==> src/rtl/linebuf_pkg.sv <==
// Shared types and sizes for the 9x9 line-buffer window generator.
package linebuf_pkg;

   localparam int PIX_W  = 7;
   localparam int WIN    = 9;
   localparam int NFIELD = WIN * WIN;
   localparam int CW     = 5;

   typedef logic [PIX_W-1:0] pix_t;
   typedef logic [CW-1:0]    coord_t;

endpackage

==> src/rtl/linebuf_window9_if.sv <==
// Pixel stream in, packed window plus coordinates out.
interface linebuf_window9_if;
   import linebuf_pkg::*;

   logic                      pix_valid;
   pix_t                      pix_in;
   logic                      sof;
   logic                      win_valid;
   logic [NFIELD*PIX_W-1:0]   win_data;
   coord_t                    win_x;
   coord_t                    win_y;
   logic                      frame_done;

   modport master (
      output pix_valid, pix_in, sof,
      input  win_valid, win_data, win_x, win_y, frame_done
   );

   modport slave (
      input  pix_valid, pix_in, sof,
      output win_valid, win_data, win_x, win_y, frame_done
   );

endinterface

==> src/rtl/linebuf_row.sv <==
// One image-row delay line: q is the value written DEPTH enables ago.
module linebuf_row #(
   parameter int DEPTH = 28,
   parameter int W     = 7
) (
   input  logic         clk,
   input  logic         en,
   input  logic [W-1:0] d,
   output logic [W-1:0] q
);

   logic [DEPTH-1:0][W-1:0] sr;

   // Storage is deliberately unreset; stale rows are masked by the y>=8 gate.
   always_ff @(posedge clk) begin
      if (en) sr <= {sr[DEPTH-2:0], d};
   end

   assign q = sr[DEPTH-1];

endmodule

==> src/rtl/linebuf_window9.sv <==
// Raster stream to 9x9 sliding window; one registered window per pixel with a full neighbourhood.
module linebuf_window9 #(
   parameter int IMG_W = 28,
   parameter int IMG_H = 28,
   parameter int PIX_W = linebuf_pkg::PIX_W,
   parameter int WIN   = linebuf_pkg::WIN
) (
   input  logic               clk,
   input  logic               rst_n,
   linebuf_window9_if.slave   bus
);
   import linebuf_pkg::*;

   localparam int     NL   = WIN - 1;
   localparam coord_t XMAX = coord_t'(IMG_W - 1);
   localparam coord_t YMAX = coord_t'(IMG_H - 1);
   localparam coord_t EDGE = coord_t'(WIN - 1);

   typedef logic [PIX_W-1:0] px_t;

   coord_t x_q, y_q, cx, cy, x_nxt, y_nxt;
   logic   acc, last, in_win;
   px_t    tap [NL+1];
   px_t [WIN-1:0][WIN-1:0]      win_q, win_nxt;
   logic [WIN*WIN*PIX_W-1:0]    win_flat;

   assign acc    = bus.pix_valid;
   assign tap[0] = bus.pix_in;

   // tap[i] is row y-i at the current column; each line feeds the next.
   generate
      for (genvar i = 0; i < NL; i++) begin : g_row
         linebuf_row #(.DEPTH(IMG_W), .W(PIX_W)) u_row (
            .clk (clk),
            .en  (acc),
            .d   (tap[i]),
            .q   (tap[i+1])
         );
      end
   endgenerate

   // sof overrides the counters, so the pixel it marks is always (0,0).
   always_comb begin
      cx     = bus.sof ? '0 : x_q;
      cy     = bus.sof ? '0 : y_q;
      last   = (cx == XMAX) && (cy == YMAX) && !bus.sof;
      in_win = (cx >= EDGE) && (cy >= EDGE);
      x_nxt  = cx + coord_t'(1);
      y_nxt  = cy;
      if (cx == XMAX) begin
         x_nxt = '0;
         y_nxt = (cy == YMAX) ? '0 : cy + coord_t'(1);
      end
   end

   // Shift left one column; new right column is oldest row on top, pix_in at bottom.
   always_comb begin
      win_nxt = win_q;
      for (int r = 0; r < WIN; r++) begin
         for (int c = 0; c < WIN-1; c++) win_nxt[r][c] = win_q[r][c+1];
         win_nxt[r][WIN-1] = tap[WIN-1-r];
      end
   end

   always_comb begin
      win_flat = '0;
      for (int r = 0; r < WIN; r++)
         for (int c = 0; c < WIN; c++)
            win_flat[(r*WIN+c)*PIX_W +: PIX_W] = win_nxt[r][c];
   end

   always_ff @(posedge clk or negedge rst_n) begin
      if (!rst_n) begin
         x_q            <= '0;
         y_q            <= '0;
         win_q          <= '0;
         bus.win_valid  <= 1'b0;
         bus.frame_done <= 1'b0;
         bus.win_data   <= '0;
         bus.win_x      <= '0;
         bus.win_y      <= '0;
      end else begin
         bus.win_valid  <= acc && in_win;
         bus.frame_done <= acc && last;
         if (acc) begin
            x_q   <= x_nxt;
            y_q   <= y_nxt;
            win_q <= win_nxt;
            if (in_win) begin
               bus.win_data <= win_flat;
               bus.win_x    <= cx;
               bus.win_y    <= cy;
            end
         end
      end
   end

endmodule
==> src/flat_wrapper.sv <==
// flat-port wrapper written by rule: the top's interface ports become plain ports
module linebuf_window9_flat import linebuf_pkg::*;
#(
   parameter int IMG_W = 28,
   parameter int IMG_H = 28,
   parameter int PIX_W = linebuf_pkg::PIX_W,
   parameter int WIN   = linebuf_pkg::WIN
)
  (clk, rst_n, bus_pix_valid, bus_pix_in, bus_sof, bus_win_valid, bus_win_data, bus_win_x, bus_win_y, bus_frame_done);
  linebuf_window9_if bus_i ();
  input  logic clk;
  input  logic rst_n;
  input wire logic [$bits(bus_i.pix_valid)-1:0] bus_pix_valid;
  input wire logic [$bits(bus_i.pix_in)-1:0] bus_pix_in;
  input wire logic [$bits(bus_i.sof)-1:0] bus_sof;
  output wire logic [$bits(bus_i.win_valid)-1:0] bus_win_valid;
  output wire logic [$bits(bus_i.win_data)-1:0] bus_win_data;
  output wire logic [$bits(bus_i.win_x)-1:0] bus_win_x;
  output wire logic [$bits(bus_i.win_y)-1:0] bus_win_y;
  output wire logic [$bits(bus_i.frame_done)-1:0] bus_frame_done;
  assign bus_i.pix_valid = bus_pix_valid;
  assign bus_i.pix_in = bus_pix_in;
  assign bus_i.sof = bus_sof;
  assign bus_win_valid = bus_i.win_valid;
  assign bus_win_data = bus_i.win_data;
  assign bus_win_x = bus_i.win_x;
  assign bus_win_y = bus_i.win_y;
  assign bus_frame_done = bus_i.frame_done;
  linebuf_window9 #(.IMG_W(IMG_W), .IMG_H(IMG_H), .PIX_W(PIX_W), .WIN(WIN)) u_core (.clk(clk), .rst_n(rst_n), .bus(bus_i));
endmodule
==> config.mk <==
export PLATFORM = sky130hd
export DESIGN_NAME = linebuf_window9_flat
export DESIGN_NICKNAME = d
export VERILOG_FILES = /design/src/rtl/linebuf_pkg.sv /design/src/rtl/linebuf_window9_if.sv /design/src/rtl/linebuf_row.sv /design/src/rtl/linebuf_window9.sv /design/src/flat_wrapper.sv
export SDC_FILE = /design/constraint.sdc
export NUM_CORES = 2
export LEC_CHECK = 0
export ABC_AREA = 1
export BUFFER_PORTS_ARGS = -buffer_cell sky130_fd_sc_hd__buf_4
export CAP_MARGIN = 20
export CELL_PAD_IN_SITES_DETAIL_PLACEMENT = 2
export CELL_PAD_IN_SITES_GLOBAL_PLACEMENT = 2
export CORE_MARGIN = 1.5
export CORE_UTILIZATION = 28
export CTS_CLUSTER_DIAMETER = 50
export CTS_CLUSTER_SIZE = 8
export DETAILED_ROUTE_END_ITERATION = 10
export PLACE_DENSITY_LB_ADDON = 0.1
export SLEW_MARGIN = 10
export SYNTH_ARGS = -nofsm -noshare
export SYNTH_HDL_FRONTEND = slang
export SYNTH_SLANG_ARGS = --single-unit
==> constraint.sdc <==
create_clock -name clk -period 3.8 [get_ports clk]
set_clock_uncertainty 0.15 [all_clocks]
set_input_delay 0.19 -clock clk [delete_from_list [all_inputs] [get_ports clk]]
set_output_delay 0.19 -clock clk [all_outputs]
set_load 0.02 [all_outputs]
==> results.md <==
- Clock buffer depth: 4
- Largest stage delay, worst path: about 0.42 ns
- Initial antenna violation count: 11
- Number of top-level pins: between 500 and 600
- Chip Width: around 560 um
- Slowest CP cell: buf_12
- Max VDD drop: between 0.3 and 0.4 mV
- Iter 0 DRT Violations: slightly above 3000
- HPWL after DPL: 130500 um
- Setup TNS: 0 ns
- CTS tree: done
- Layout filler cell count: between 30000 and 40000
- Critical path class: register to register
- Post-route ant nets: 0
- Most frequent cells in the layout: 1568 x edfxtp_1, 1246 x nand2_1, 1093 x dfrtp_1
- Cell row count: roughly 210
- WL/cell: about 20 um
- CP max FO: between 100 and 150
- Worst-case reg-to-reg path depth: 7
- WHS: roughly 0.071 ns
- Mapped Nets: around 5700
- Yosys reg bits: between 2000 and 3000
- Cell area after layout: 109700 um2
- Gr usage total: 0.1358
- Slew at the pin closest to its max-slew limit: 1.040 ns
- Drt drc: 0
- I/O Buffers: just under 600
- EDFF count, synth: ~1600
- Post-CTS sizing: 0
- Final WL: between 200000 and 250000 um
- Warnings from Yosys: 0
- Max-cap violation count: 0
- Total Power: between 70 and 80 mW
- Status: finished clean
- Worst skew pair latency: 0.91 ns
- Final Non-Filler Cells: roughly 11000
- Synth Area in Simple Gates: 0.05480
- Cell Area, Synth: 87450 um2
- CTS Sinks: 2661
- Flop-to-flop setup slack: between 1 and 1.5 ns
- Reg clk slew, reported paths: roughly 0.050 ns
- GRT Residual Overflow: 0
- Worst EP required: approximately 4.4 ns
- Nets: 6590
- Hold Vio Cnt, Final: 0
- Critical path launch point type: register
- Via count of the first global-routing pass: a little over 50000
- FMAX: roughly 420 MHz
- Mux cell area share after synthesis: 0
- Post-CTS Setup Inserts: 0
- Synth Area in XOR/XNOR: 0.0001002
- FF-to-FF Start: u_core.y_q[4]
- Relative slew slack: 0.3063
- Layout cells sized above 1: 0.1734
- Most used cell, CP: nand2_1
- Global-route wire length before repair: approximately 330000 um
- Core box area: around 310000 um2
- Synth Area per Inst: around 15 um2
- Die height: 561.9 um
- Syn Inst Count: around 5700
- Total CTS buffers: around 410
- Post-placement cell area: 97060 um2
- Post-synth top flop: edfxtp_1
- Pwr Density: 654.6 nW/um2
- LEAKAGE: around 45 nW
- Largest family of logic cells by synthesized area: compound AO/OA/AOI/OAI gates
- Via count: about 47000
- Final setup viols: 0
- Via/cell ratio: around 4.2
- Post-route minimum period: ~2.4 ns
- Synth top area cells: edfxtp_1 54%, dfrtp_1 31%, o21ai_0 5.6%, nand2_1 5.3%, inv_1 2.2%
- Placer congestion estimate: between 0.7 and 0.8
- Period utilization: 0.6324
- Commonest non-fill, non-tap cell in the layout: edfxtp_1
- Async SR Flop Fraction: 0.4107
- Sequential area share after synthesis: 0.8512
- Worst-path cell chain: nand2_1 -> nand2_1 -> nand3_4 -> buf_12 -> buf_12 -> nand2_1 -> o21ai_0
- Synth top area share: 0.5384
- Hold Buf Count CTS: 19
- Layout area overhead: 25.47%
- H-tree levels: 5
- Largest net degree at the start of global routing: 187
- Reg2reg end: u_core.bus.win_data[66]
- Critical Path End Type: register
- Synth area leader: edfxtp_1
- Die area: 315700 um2
- RSZ-0062 raised after global routing: no
- Final Max Tran Viols: 0
- Worst Hold Class: primary input to asynchronous set/reset pin
- Detailed Routing Iterations Pass 1: 5
- Post-synthesis compound-gate area fraction: 0.05873
- Post-synthesis adder-cell area fraction: 0.0001431
- Synth cell types: 24
- Initial core utilization: 0.2808
- Root Buffer: clkbuf_16
- Placed Cells: between 10000 and 15000
- Crit path DAT: just over 3 ns
[kinds of logic (layout without fill, tap and decap cells)]
logic type      Yosys count  after routing
simple gates           1271           1271
flops                  2661           2661
buf+inv                 756           1923
fa+ha+maj                 1              1
xor+xnor                  1              1
other cells               0              3
compound gates         1025           1025
[how the worst max path moves through the flow]
stage                       start                       end  depth (start not counted)
global placement    bus_pix_valid      u_core.win_flat[209]                          5
detailed placement        bus_sof  u_core.bus.win_data[377]                          9
floorplan           u_core.x_q[3]  u_core.bus.win_data[538]                          9
CTS                 u_core.y_q[4]  u_core.bus.win_data[162]                          6
global route        u_core.y_q[4]  u_core.bus.win_data[168]                          6
finish              u_core.y_q[4]   u_core.bus.win_data[66]                          7
[critical path, delay by kind of cell, from the launching register on]
| kind | cells | cell delay (ns) |
|---|---|---|
| AND/OR/NAND/NOR | 4 | 0.63 |
| flip-flops | 1 | 0.40 |
| buffers and inverters | 2 | 0.77 |
| AO/OA/AOI/OAI | 1 | 0.11 |
[power breakdown]
part,switching (mW),internal (mW),total (mW)
registers,1.10,32.9,34.0
clock network,13.0,21.3,34.3
logic,2.39,1.07,3.45
total,16.5,55.3,71.8
[metrics by stage]
stage / worst slack, ns / util
6_report: 1.397 / 0.3524
3_3_place_gp: 1.363 / 0.3117
3_5_place_dp: 1.303 / 0.3117
2_1_floorplan: 2.275 / -
4_1_cts: 1.376 / 0.3523
5_1_grt: 1.174 / 0.3524
[routing by layer]
layer  up-vias  share of wire  GRT usage
met5         -              0          0
met4         0          0.027    0.04284
met3       412          0.044    0.02707
met2       857           0.45     0.2100
met1     24040           0.48     0.1916
li1      21240              -          -
[registers in the layout, summed over array words and instances (netlist names)]
| signal | cells |
|---|---|
| u_core.y_q | 5 |
| u_core.g_row.u_row.q | 56 |
| u_core.bus.frame_done | 1 |
| u_core.bus.win_x | 5 |
| u_core.x_q | 5 |
| u_core.win_flat | 504 |
| u_core.bus.win_data | 567 |
| u_core.bus.win_valid | 1 |
| u_core.bus.win_y | 5 |
| u_core.g_row.u_row.sr | 1512 |
[synthesized netlist by cell type, drive strengths merged, types with 3 or more instances]
cell type and count:
nor2 9, edfxtp 1568, a21oi 3, nand3 14, dfrtp 1093, buf 95
clkbuf 146, inv 515, nand2 1246, o21ai 1019
[layout make-up]
| cell class | count | area [um2] | area share |
|---|---|---|---|
| Inverter | 515 | 1936 | 0.01764 |
| Clock buffer | 633 | 11390 | 0.1038 |
| Sequential cell | 2661 | 74440 | 0.6784 |
| Clock inverter | 81 | 1055 | 0.009613 |
| Multi-Input combinational cell | 2298 | 9962 | 0.09079 |
| Timing Repair Buffer | 694 | 5758 | 0.05248 |
| Antenna cell | 3 | 7.507 | 0.00006842 |
| Tap cell | 4140 | 5180 | 0.04721 |
(Power assumes the default switching activity.)
